`src/rtl/wb_pkg.sv`:
```
// ============================================================================
// Module   : wb_pkg
// Brief    : Shared Wishbone bus widths, master count and arbiter state type.
// Revision : 1.0 - initial release
// ============================================================================
`default_nettype none

package wb_pkg;

    localparam int WB_ADR_W = 32;
    localparam int WB_SEL_W = 2;
    localparam int NUM_M    = 4;

    typedef enum logic [0:0] {
        IDLE  = 1'b0,
        GRANT = 1'b1
    } arb_state_t;

endpackage

`default_nettype wire

```
`src/rtl/wb_rr_pick.sv`:
```
// ============================================================================
// Module   : wb_rr_pick
// Brief    : Combinational 4-way round-robin picker, search starts at last+1.
// Revision : 1.0 - initial release
// ============================================================================
`default_nettype none

module wb_rr_pick (
    input  logic [3:0] req,
    input  logic [1:0] last,
    output logic       any,
    output logic [1:0] pick
);

    assign any = |req;

    // Scan farthest-first so the nearest requester after last overwrites.
    always_comb begin
        pick = last;
        for (int i = 4; i >= 1; i--) begin
            if (req[2'(last + 2'(i))]) begin
                pick = 2'(last + 2'(i));
            end
        end
    end

endmodule

`default_nettype wire

```
`src/rtl/wb_arbiter.sv`:
```
// ============================================================================
// Module   : wb_arbiter
// Brief    : Four-master to one-slave Wishbone round-robin arbiter; grant held
//            for a whole cyc tenure. WB_ARBITER_TIMEOUT_EN adds a watchdog.
// Revision : 1.0 - initial release
// ============================================================================
`default_nettype none

module wb_arbiter
    import wb_pkg::*;
#(
    parameter int DATA_WIDTH     = 32,
    parameter int TIMEOUT_CYCLES = 255
) (
    input  logic                  clk_i,
    input  logic                  rst_n_i,
    input  logic [DATA_WIDTH-1:0] wbm_0_dat_i,
    input  logic [WB_ADR_W-1:0]   wbm_0_adr_i,
    input  logic [WB_SEL_W-1:0]   wbm_0_sel_i,
    input  logic                  wbm_0_we_i,
    input  logic                  wbm_0_cyc_i,
    input  logic                  wbm_0_stb_i,
    output logic [DATA_WIDTH-1:0] wbm_0_dat_o,
    output logic                  wbm_0_ack_o,
    input  logic [DATA_WIDTH-1:0] wbm_1_dat_i,
    input  logic [WB_ADR_W-1:0]   wbm_1_adr_i,
    input  logic [WB_SEL_W-1:0]   wbm_1_sel_i,
    input  logic                  wbm_1_we_i,
    input  logic                  wbm_1_cyc_i,
    input  logic                  wbm_1_stb_i,
    output logic [DATA_WIDTH-1:0] wbm_1_dat_o,
    output logic                  wbm_1_ack_o,
    input  logic [DATA_WIDTH-1:0] wbm_2_dat_i,
    input  logic [WB_ADR_W-1:0]   wbm_2_adr_i,
    input  logic [WB_SEL_W-1:0]   wbm_2_sel_i,
    input  logic                  wbm_2_we_i,
    input  logic                  wbm_2_cyc_i,
    input  logic                  wbm_2_stb_i,
    output logic [DATA_WIDTH-1:0] wbm_2_dat_o,
    output logic                  wbm_2_ack_o,
    input  logic [DATA_WIDTH-1:0] wbm_3_dat_i,
    input  logic [WB_ADR_W-1:0]   wbm_3_adr_i,
    input  logic [WB_SEL_W-1:0]   wbm_3_sel_i,
    input  logic                  wbm_3_we_i,
    input  logic                  wbm_3_cyc_i,
    input  logic                  wbm_3_stb_i,
    output logic [DATA_WIDTH-1:0] wbm_3_dat_o,
    output logic                  wbm_3_ack_o,
    output logic [DATA_WIDTH-1:0] wbs_dat_o,
    output logic [WB_ADR_W-1:0]   wbs_adr_o,
    output logic [WB_SEL_W-1:0]   wbs_sel_o,
    output logic                  wbs_we_o,
    output logic                  wbs_cyc_o,
    output logic                  wbs_stb_o,
    input  logic [DATA_WIDTH-1:0] wbs_dat_i,
    input  logic                  wbs_ack_i
);

    logic [DATA_WIDTH-1:0] w_m_dat  [NUM_M];
    logic [WB_ADR_W-1:0]   w_m_adr  [NUM_M];
    logic [WB_SEL_W-1:0]   w_m_sel  [NUM_M];
    logic [DATA_WIDTH-1:0] w_rdat   [NUM_M];
    logic [NUM_M-1:0]      w_m_we;
    logic [NUM_M-1:0]      w_m_cyc;
    logic [NUM_M-1:0]      w_m_stb;
    logic [NUM_M-1:0]      w_ack;

    arb_state_t r_state;
    arb_state_t w_state_nxt;
    logic [1:0] r_gnt;
    logic [1:0] r_last;
    logic [1:0] w_pick;
    logic       w_any;
    logic       w_g_cyc;
    logic       w_g_stb;
    logic       w_timeout;

    assign w_m_dat[0] = wbm_0_dat_i;
    assign w_m_dat[1] = wbm_1_dat_i;
    assign w_m_dat[2] = wbm_2_dat_i;
    assign w_m_dat[3] = wbm_3_dat_i;
    assign w_m_adr[0] = wbm_0_adr_i;
    assign w_m_adr[1] = wbm_1_adr_i;
    assign w_m_adr[2] = wbm_2_adr_i;
    assign w_m_adr[3] = wbm_3_adr_i;
    assign w_m_sel[0] = wbm_0_sel_i;
    assign w_m_sel[1] = wbm_1_sel_i;
    assign w_m_sel[2] = wbm_2_sel_i;
    assign w_m_sel[3] = wbm_3_sel_i;
    assign w_m_we     = {wbm_3_we_i,  wbm_2_we_i,  wbm_1_we_i,  wbm_0_we_i};
    assign w_m_cyc    = {wbm_3_cyc_i, wbm_2_cyc_i, wbm_1_cyc_i, wbm_0_cyc_i};
    assign w_m_stb    = {wbm_3_stb_i, wbm_2_stb_i, wbm_1_stb_i, wbm_0_stb_i};

    assign w_g_cyc = w_m_cyc[r_gnt];
    assign w_g_stb = w_m_stb[r_gnt];

    wb_rr_pick u_pick (
        .req  (w_m_cyc),
        .last (r_last),
        .any  (w_any),
        .pick (w_pick)
    );

`ifdef WB_ARBITER_TIMEOUT_EN
    logic [7:0] r_wdog;
    logic       w_stall;

    assign w_stall   = (r_state == GRANT) && w_g_cyc && w_g_stb && !wbs_ack_i;
    // Fires on the stalled cycle that would bring the count up to the limit.
    assign w_timeout = w_stall && (r_wdog == 8'(TIMEOUT_CYCLES - 1));

    always_ff @(posedge clk_i or negedge rst_n_i) begin
        if (!rst_n_i) begin
            r_wdog <= 8'd0;
        end else if ((r_state != GRANT) || wbs_ack_i || w_timeout) begin
            r_wdog <= 8'd0;
        end else if (w_stall) begin
            r_wdog <= r_wdog + 8'd1;
        end
    end
`else
    logic [7:0] w_unused_timeout;

    assign w_unused_timeout = 8'(TIMEOUT_CYCLES);
    assign w_timeout        = 1'b0;
`endif

    always_comb begin
        w_state_nxt = r_state;
        if (r_state == IDLE) begin
            if (w_any) begin
                w_state_nxt = GRANT;
            end
        end else if (!w_g_cyc || w_timeout) begin
            w_state_nxt = IDLE;
        end
    end

    always_ff @(posedge clk_i or negedge rst_n_i) begin
        if (!rst_n_i) begin
            r_state <= IDLE;
            r_gnt   <= 2'd0;
            r_last  <= 2'd3;
        end else begin
            r_state <= w_state_nxt;
            if ((r_state == IDLE) && w_any) begin
                r_gnt  <= w_pick;
                r_last <= w_pick;
            end
        end
    end

    always_comb begin
        wbs_dat_o = '0;
        wbs_adr_o = '0;
        wbs_sel_o = '0;
        wbs_we_o  = 1'b0;
        wbs_cyc_o = 1'b0;
        wbs_stb_o = 1'b0;
        if (r_state == GRANT) begin
            wbs_dat_o = w_m_dat[r_gnt];
            wbs_adr_o = w_m_adr[r_gnt];
            wbs_sel_o = w_m_sel[r_gnt];
            wbs_we_o  = w_m_we[r_gnt];
            wbs_cyc_o = w_g_cyc && !w_timeout;
            wbs_stb_o = w_g_cyc && w_g_stb && !w_timeout;
        end
    end

    for (genvar gi = 0; gi < NUM_M; gi++) begin : g_ack
        assign w_ack[gi]  = (r_state == GRANT) && (r_gnt == 2'(gi)) && w_m_cyc[gi]
                            && (wbs_ack_i || w_timeout);
        assign w_rdat[gi] = (w_timeout && (r_gnt == 2'(gi))) ? '1 : wbs_dat_i;
    end

    assign wbm_0_ack_o = w_ack[0];
    assign wbm_1_ack_o = w_ack[1];
    assign wbm_2_ack_o = w_ack[2];
    assign wbm_3_ack_o = w_ack[3];
    assign wbm_0_dat_o = w_rdat[0];
    assign wbm_1_dat_o = w_rdat[1];
    assign wbm_2_dat_o = w_rdat[2];
    assign wbm_3_dat_o = w_rdat[3];

endmodule

`default_nettype wire
```
`config.mk`:
```
export PLATFORM = sky130hd
export DESIGN_NAME = wb_arbiter
export DESIGN_NICKNAME = d
export VERILOG_FILES = /design/src/rtl/wb_pkg.sv /design/src/rtl/wb_rr_pick.sv /design/src/rtl/wb_arbiter.sv
export SDC_FILE = /design/constraint.sdc
export NUM_CORES = 1
export LEC_CHECK = 0
export ABC_AREA = 0
export BUFFER_PORTS_ARGS = -buffer_cell sky130_fd_sc_hd__buf_2
export CAP_MARGIN = 0
export CORE_AREA = 2 2 199 201
export DETAILED_ROUTE_END_ITERATION = 7
export DIE_AREA = 0 0 201 203
export MAX_ROUTING_LAYER = met4
export PLACE_DENSITY = 0.4
export SLEW_MARGIN = 10
export SYNTH_ARGS = -nofsm -noshare
export SYNTH_HDL_FRONTEND = slang
export SYNTH_SLANG_ARGS = --single-unit
```
`constraint.sdc`:
```
create_clock -name clk_i -period 2 [get_ports clk_i]
set_clock_uncertainty 0.1 [all_clocks]
set_input_delay 0.3 -clock clk_i [delete_from_list [all_inputs] [get_ports clk_i]]
set_output_delay 0.3 -clock clk_i [all_outputs]
set_load 0.005 [all_outputs]
```
; ---- After elaboration in Yosys (flattened, before gate mapping)
; Index checks and enable logic that the tools add are counted.
[op_classes]
bitwise = 2
n_mux = 33
add_sub_neg = 3
magnitude_cmp = 5
eq_ne = 3
reduce_logical = 16
[ops]
columns = operator, count
row1 = 32-bit two-way mux, 6
row2 = 32-bit binary-select mux with 2-bit select, 2
row3 = 1-bit logical AND, 14
row4 = 1-bit binary-select mux with 2-bit select, 6
row5 = "2-bit by 3-bit < comparator with 1-bit output, second input constant", 4
row6 = 1-bit two-way mux, 12
row7 = 2-bit two-way mux, 6
row8 = "2-bit adder, second input constant", 2
row9 = 2-bit binary-select mux with 2-bit select, 1
row10 = "2-bit equality test, second input constant", 2
row11 = 4-bit OR reduction, 1
row12 = "3-bit greater-or-equal comparator, second input constant", 1
row13 = 2-bit inverter with 3-bit output, 1
row14 = "2-bit by 1-bit adder with 2-bit output, second input constant", 1
row15 = "2-bit by 1-bit equality test with 1-bit output, second input constant", 1
row16 = 2-bit zero test, 1
row17 = 1-bit inverter, 1
[word_totals]
regBits = 5
input_bits = 311
elab_cells = 65
out_inout_bits = 201

; ---- Longest topological paths before layout
[depth]
depth_word = 6
mapped_depth = 5

; ---- Modules after synthesis
; Synthesis repeated with hierarchy kept, for this count alone.
[unflattened]
cells_unflattened = 334
hier_area_um2 = 3419.5
[by_module_without_submodules]
columns = mod, cells_per_inst, seq_area_each_um2, area_per_inst_um2, instances
row1 = wb_arbiter, 320, 127.6, 3337.0, 1
row2 = wb_rr_pick, 14, 0.0, 82.6, 1

; ---- Least setup slack after synthesis
; OpenSTA, ideal clock, no wires.
[synth_path]
path_type = register -> output
start = register r_gnt[0]
end = output wbs_adr_o[0]
arrival_time_ns = 1.331
path_slack_ns = 0.269
n_path_buf = 2
path_stages_with_launch = 5
path_cell_list = dfrtp_1 -> buf_6 -> buf_6 -> mux4_2 -> and2_1
[synth_between]
elab_chain_cells = 5
[synth_rtl]
columns = item, line
row1 = from (decl), wb_arbiter.sv:70  ; logic [1:0] r_gnt;
row2 = from (signal assigned), wb_arbiter.sv:147  ; r_gnt <= w_pick;
row3 = 2-bit inverter with 3-bit output (not written as such), wb_arbiter.sv:162  ; wbs_adr_o = w_m_adr[r_gnt];
row4 = 32-bit binary-select mux with 2-bit select, wb_arbiter.sv:162
row5 = 32-bit two-way mux (not written as such) (2 in series), wb_arbiter.sv:162
row6 = 32-bit two-way mux, wb_arbiter.sv:160  ; if (r_state == GRANT) begin
row7 = to (decl), wb_arbiter.sv:50  ; output logic [WB_ADR_W-1:0] wbs_adr_o,
; No other way between the ends. The select of a mux whose other input is x is not followed.

; ---- Worst setup path after layout
[layout_path]
start = register r_gnt[0]
end = output wbs_adr_o[20]
; Same word-level chain as after synthesis.

==> flow_results.org <==
** Status
- Outcome :: complete, but fails checks
- Failing checks :: negative setup slack

** Timing
- The final number of hold-violating endpoints was 0.
- In the post-route analysis, the smallest setup slack over all paths is -228 ps.
- The final count of pins violating max slew came to 0.
- Setup repair after global routing could not meet its margin everywhere.
- Relative slew margins :: 0.764
- Slew of the pin with the lowest slew margin :: 352 ps
- Derived from the worst setup path, the maximum achievable clock frequency is 0.449 GHz.
- The smallest clock period supported by the final layout is computed as 2230 ps.
- Final setup violation count :: 69
- Period utilisation layout :: 1.11
- Setup TNS :: -11200 ps

** Global route
- Initial antenna violation count :: 6
- The via count of the first global-routing pass is 3676.
- Entering global routing, the biggest net connects 71 pins.
- The first global-routing pass estimated 24400 um of wire.
- All-layer global routing usage :: 0.0816
- Global route total overflow :: 0

** Power
- The analysis attributes to cell leakage a power of 2.51 nW.
- Power density over cell area :: 1210 mW/mm^2
- Worst-case vdd ir drop :: 688 uV

** Job
- Across the run, the number of max-cap violations was 0.

** Detailed routing
- For this run, the detailed router's first-pass iteration total came to 4.
- In the final routed layout, each cell accounts on average for 16.3 um.
- For this run, design rule violations remaining after detail routing come to 0.
- Final wirelength :: 17600 um
- Initial drt markers :: 170
- Number of nets still failing antenna checks after routing :: 0
- Using the TritonRoute via totals, the vias-per-cell ratio works out to 3.21.
- DR vias :: 3452

** Worst setup path
- Slowest-stage cell, CP :: dfrtp_4
- The worst setup path is captured at a primary output.
- Along the worst path, the maximum fanout reaches 8.
- The setup path with the least slack is of type reg -> out.
- Launch point of the worst path :: r_gnt[0]
- Data arrival, critical path :: 1830 ps
- The critical path goes through buf_4 -> buf_12 -> mux4_2 -> and2_4 -> buf_2.
- CP Data Required Time :: 1600 ps
- RR Startpoint :: r_gnt[0]
- STA classifies the critical path startpoint as a register.
- The largest single stage delay on the critical path is 510 ps.

** Die
- The die covers 0.0408 sq mm.
- 512 I/O pins were placed.
- Die height :: 203 um
- Starting density of the core :: 0.0886
- Measured along the x axis, the die boundary spans 201 um.
- The core region is 0.0385 sq mm.
- The floorplan has 72 rows.

** Clock tree
- Clock-pin slew on the worst setup and hold paths :: 30 ps
- Counting along the longest clock path gives a buffer depth of 2.
- CTS saw 5 sinks.
- Clk_lat worst skew :: 230 ps
- Counting the buffers created by CTS gives 3.
- Clock root buffer :: clkbuf_16
- Level count of the clock H-tree :: 1
- CTS tree :: built

** Final layout
- In the final layout, the share of cells above drive strength 1 is 0.873.
- Post-layout nets :: 863
- Compared with the post-synthesis result, the final layout area differs by 59.1%.

** Place
- DPL Wire Length :: 14600 um
- At the placement stage, the worst setup path has a slack of 6.72 ps.
- The congestion estimate from routability-driven global placement came to 0.891.
- In this run the tool buffered the top-level ports with 351 buffer cells.

** Hold path
- In this run the worst hold path is classified as in -> async.

** Synth
- In this run the mean area of a mapped cell was 10.4 sq um.
- Proportion of synthesized chip area in sequential cells :: 0.0375
- The cell count after synthesis came out at 329.
- Synthesis produced a netlist with a net count of 640.
- Yosys synthesis warning count :: 0
- Summing every instance area after synthesis gives 0.00341 sq mm.
- Number of register bits inferred by synthesis :: 5
- The number of different library cells used by synthesis comes to 25.
[cell type report]
cell class | instances | area, sq um
multi-input cells | 167 | 2230
flip-flops and latches | 5 | 136
repair buffers | 371 | 2290
diodes | 6 | 15.0
clock buffers | 4 | 78.8
fillers | 4394 | 33000
well taps | 518 | 648
inverters | 4 | 15.0
[report_power, final]
group	total, mW	switching, mW	internal (mW)
clock	0.334	0.0699	0.265
sequential	0.333	0.147	0.187
combinational	5.88	2.21	3.66
[sequential cells by signal (all words and copies together) (netlist names)]
| signal | flops |
|---|---|
| r_state | 1 |
| r_gnt | 2 |
| r_last | 2 |
[through the flow]
stage           util  hold WS (ps)  area, sq um  power [mW]  instances
6_report       0.141           313         5420        6.54       1075
5_1_grt        0.141           328         5420        7.14       1075
2_1_floorplan      -         -95.6         3410        3.41        329
3_3_place_gp   0.127          22.5         4880        5.12       1055
4_1_cts        0.133           315         5130        5.95       1067
3_5_place_dp   0.127          19.7         4880        5.11       1055
[layout by cell type (no fill, tap or decap)]
cell type	instances
buf_2	322
mux4_2	69
and2_1	36
and2_4	31
buf_6	26
buf_4	8
buf_12	8
diode_2	6
nand2_1	6
clkbuf_16	5
inv_1	4
buf_16	4
nor2_1	3
a31oi_1	3
o21ai_0	3
a21oi_1	2
a211oi_1	2
a21o_1	2
dfrtp_4	2
dfstp_2	2
nor3_1	1
nand3_1	1
nor3b_1	1
nor4b_2	1
and3_1	1
nand2_2	1
nor4_1	1
or2_2	1
a21boi_0	1
o32ai_1	1
clkbuf_1	1
dlygate4sd3_1	1
dfrtp_2	1
[cell families (layout without fill, tap and decap cells)]
kind of cell    after synthesis  in the layout  synth area share
compound gates               14             14            0.0264
buf+inv                     157            379             0.333
flops                         5              5            0.0375
other cells                   0              6                 0
mux                          69             69             0.456
simple gates                 84             84             0.147
[Yosys cell counts]
cell type / instances / area, sq um
a211oi_1: 2 / 15.0
a21boi_0: 1 / 7.51
a21o_1: 2 / 15.0
a21oi_1: 2 / 10.0
a31oi_1: 3 / 18.8
and2_1: 67 / 419
and3_1: 1 / 6.26
buf_2: 9 / 45.0
buf_4: 128 / 961
buf_6: 7 / 78.8
clkbuf_1: 9 / 33.8
dfrtp_1: 3 / 75.1
dfstp_2: 2 / 52.6
inv_1: 4 / 15.0
mux4_2: 69 / 1550
nand2_1: 7 / 26.3
nand3_1: 1 / 5.00
nor2_1: 3 / 11.3
nor3_1: 1 / 5.00
nor3b_1: 1 / 7.51
nor4_1: 1 / 6.26
nor4b_1: 1 / 8.76
o21ai_0: 3 / 15.0
o32ai_1: 1 / 8.76
or2_2: 1 / 6.26
[per-layer routing]
metal / vias up / routed length [um] / track usage / part of all wire
met1: 1695 / 7070 / 0.0962 / 0.40
met2: 211 / 8700 / 0.134 / 0.50
li1: 1526 / - / - / -
met3: 20 / 1580 / 0.0300 / 0.090
met4: 0 / 210 / 0.0159 / 0.012
met5: - / 0 / - / 0
[critical path, delay by kind of cell, from the launching register on]
family	cells	cell delay, ps
buffers and inverters	3	430
AND/OR/NAND/NOR	1	180
flip-flops	1	510
multiplexers	1	480
[repair_timing]
action | in CTS | in global routing
hold buffers | 1 | 0
setup endpoints to repair | 69 | 70
resized for setup | 17 | 52
hold endpoints to repair | 5 | 0
pin swaps | 2 | 0
setup buffers | 5 | 0
cloned | 2 | 2
[path summary, 6_finish.rpt]
check	to	cells after the start	slack, ps
max in group asynchronous	r_last[1]	2	1270
setup reg to reg	r_state	6	400
setup / recovery	wbs_adr_o[20]	5	-230
hold / removal	r_gnt[1]	2	310
min in group clk_i	r_gnt[0]	4	400
hold reg to reg	r_last[0]	2	440
Power figures use the tool's default switching activity.
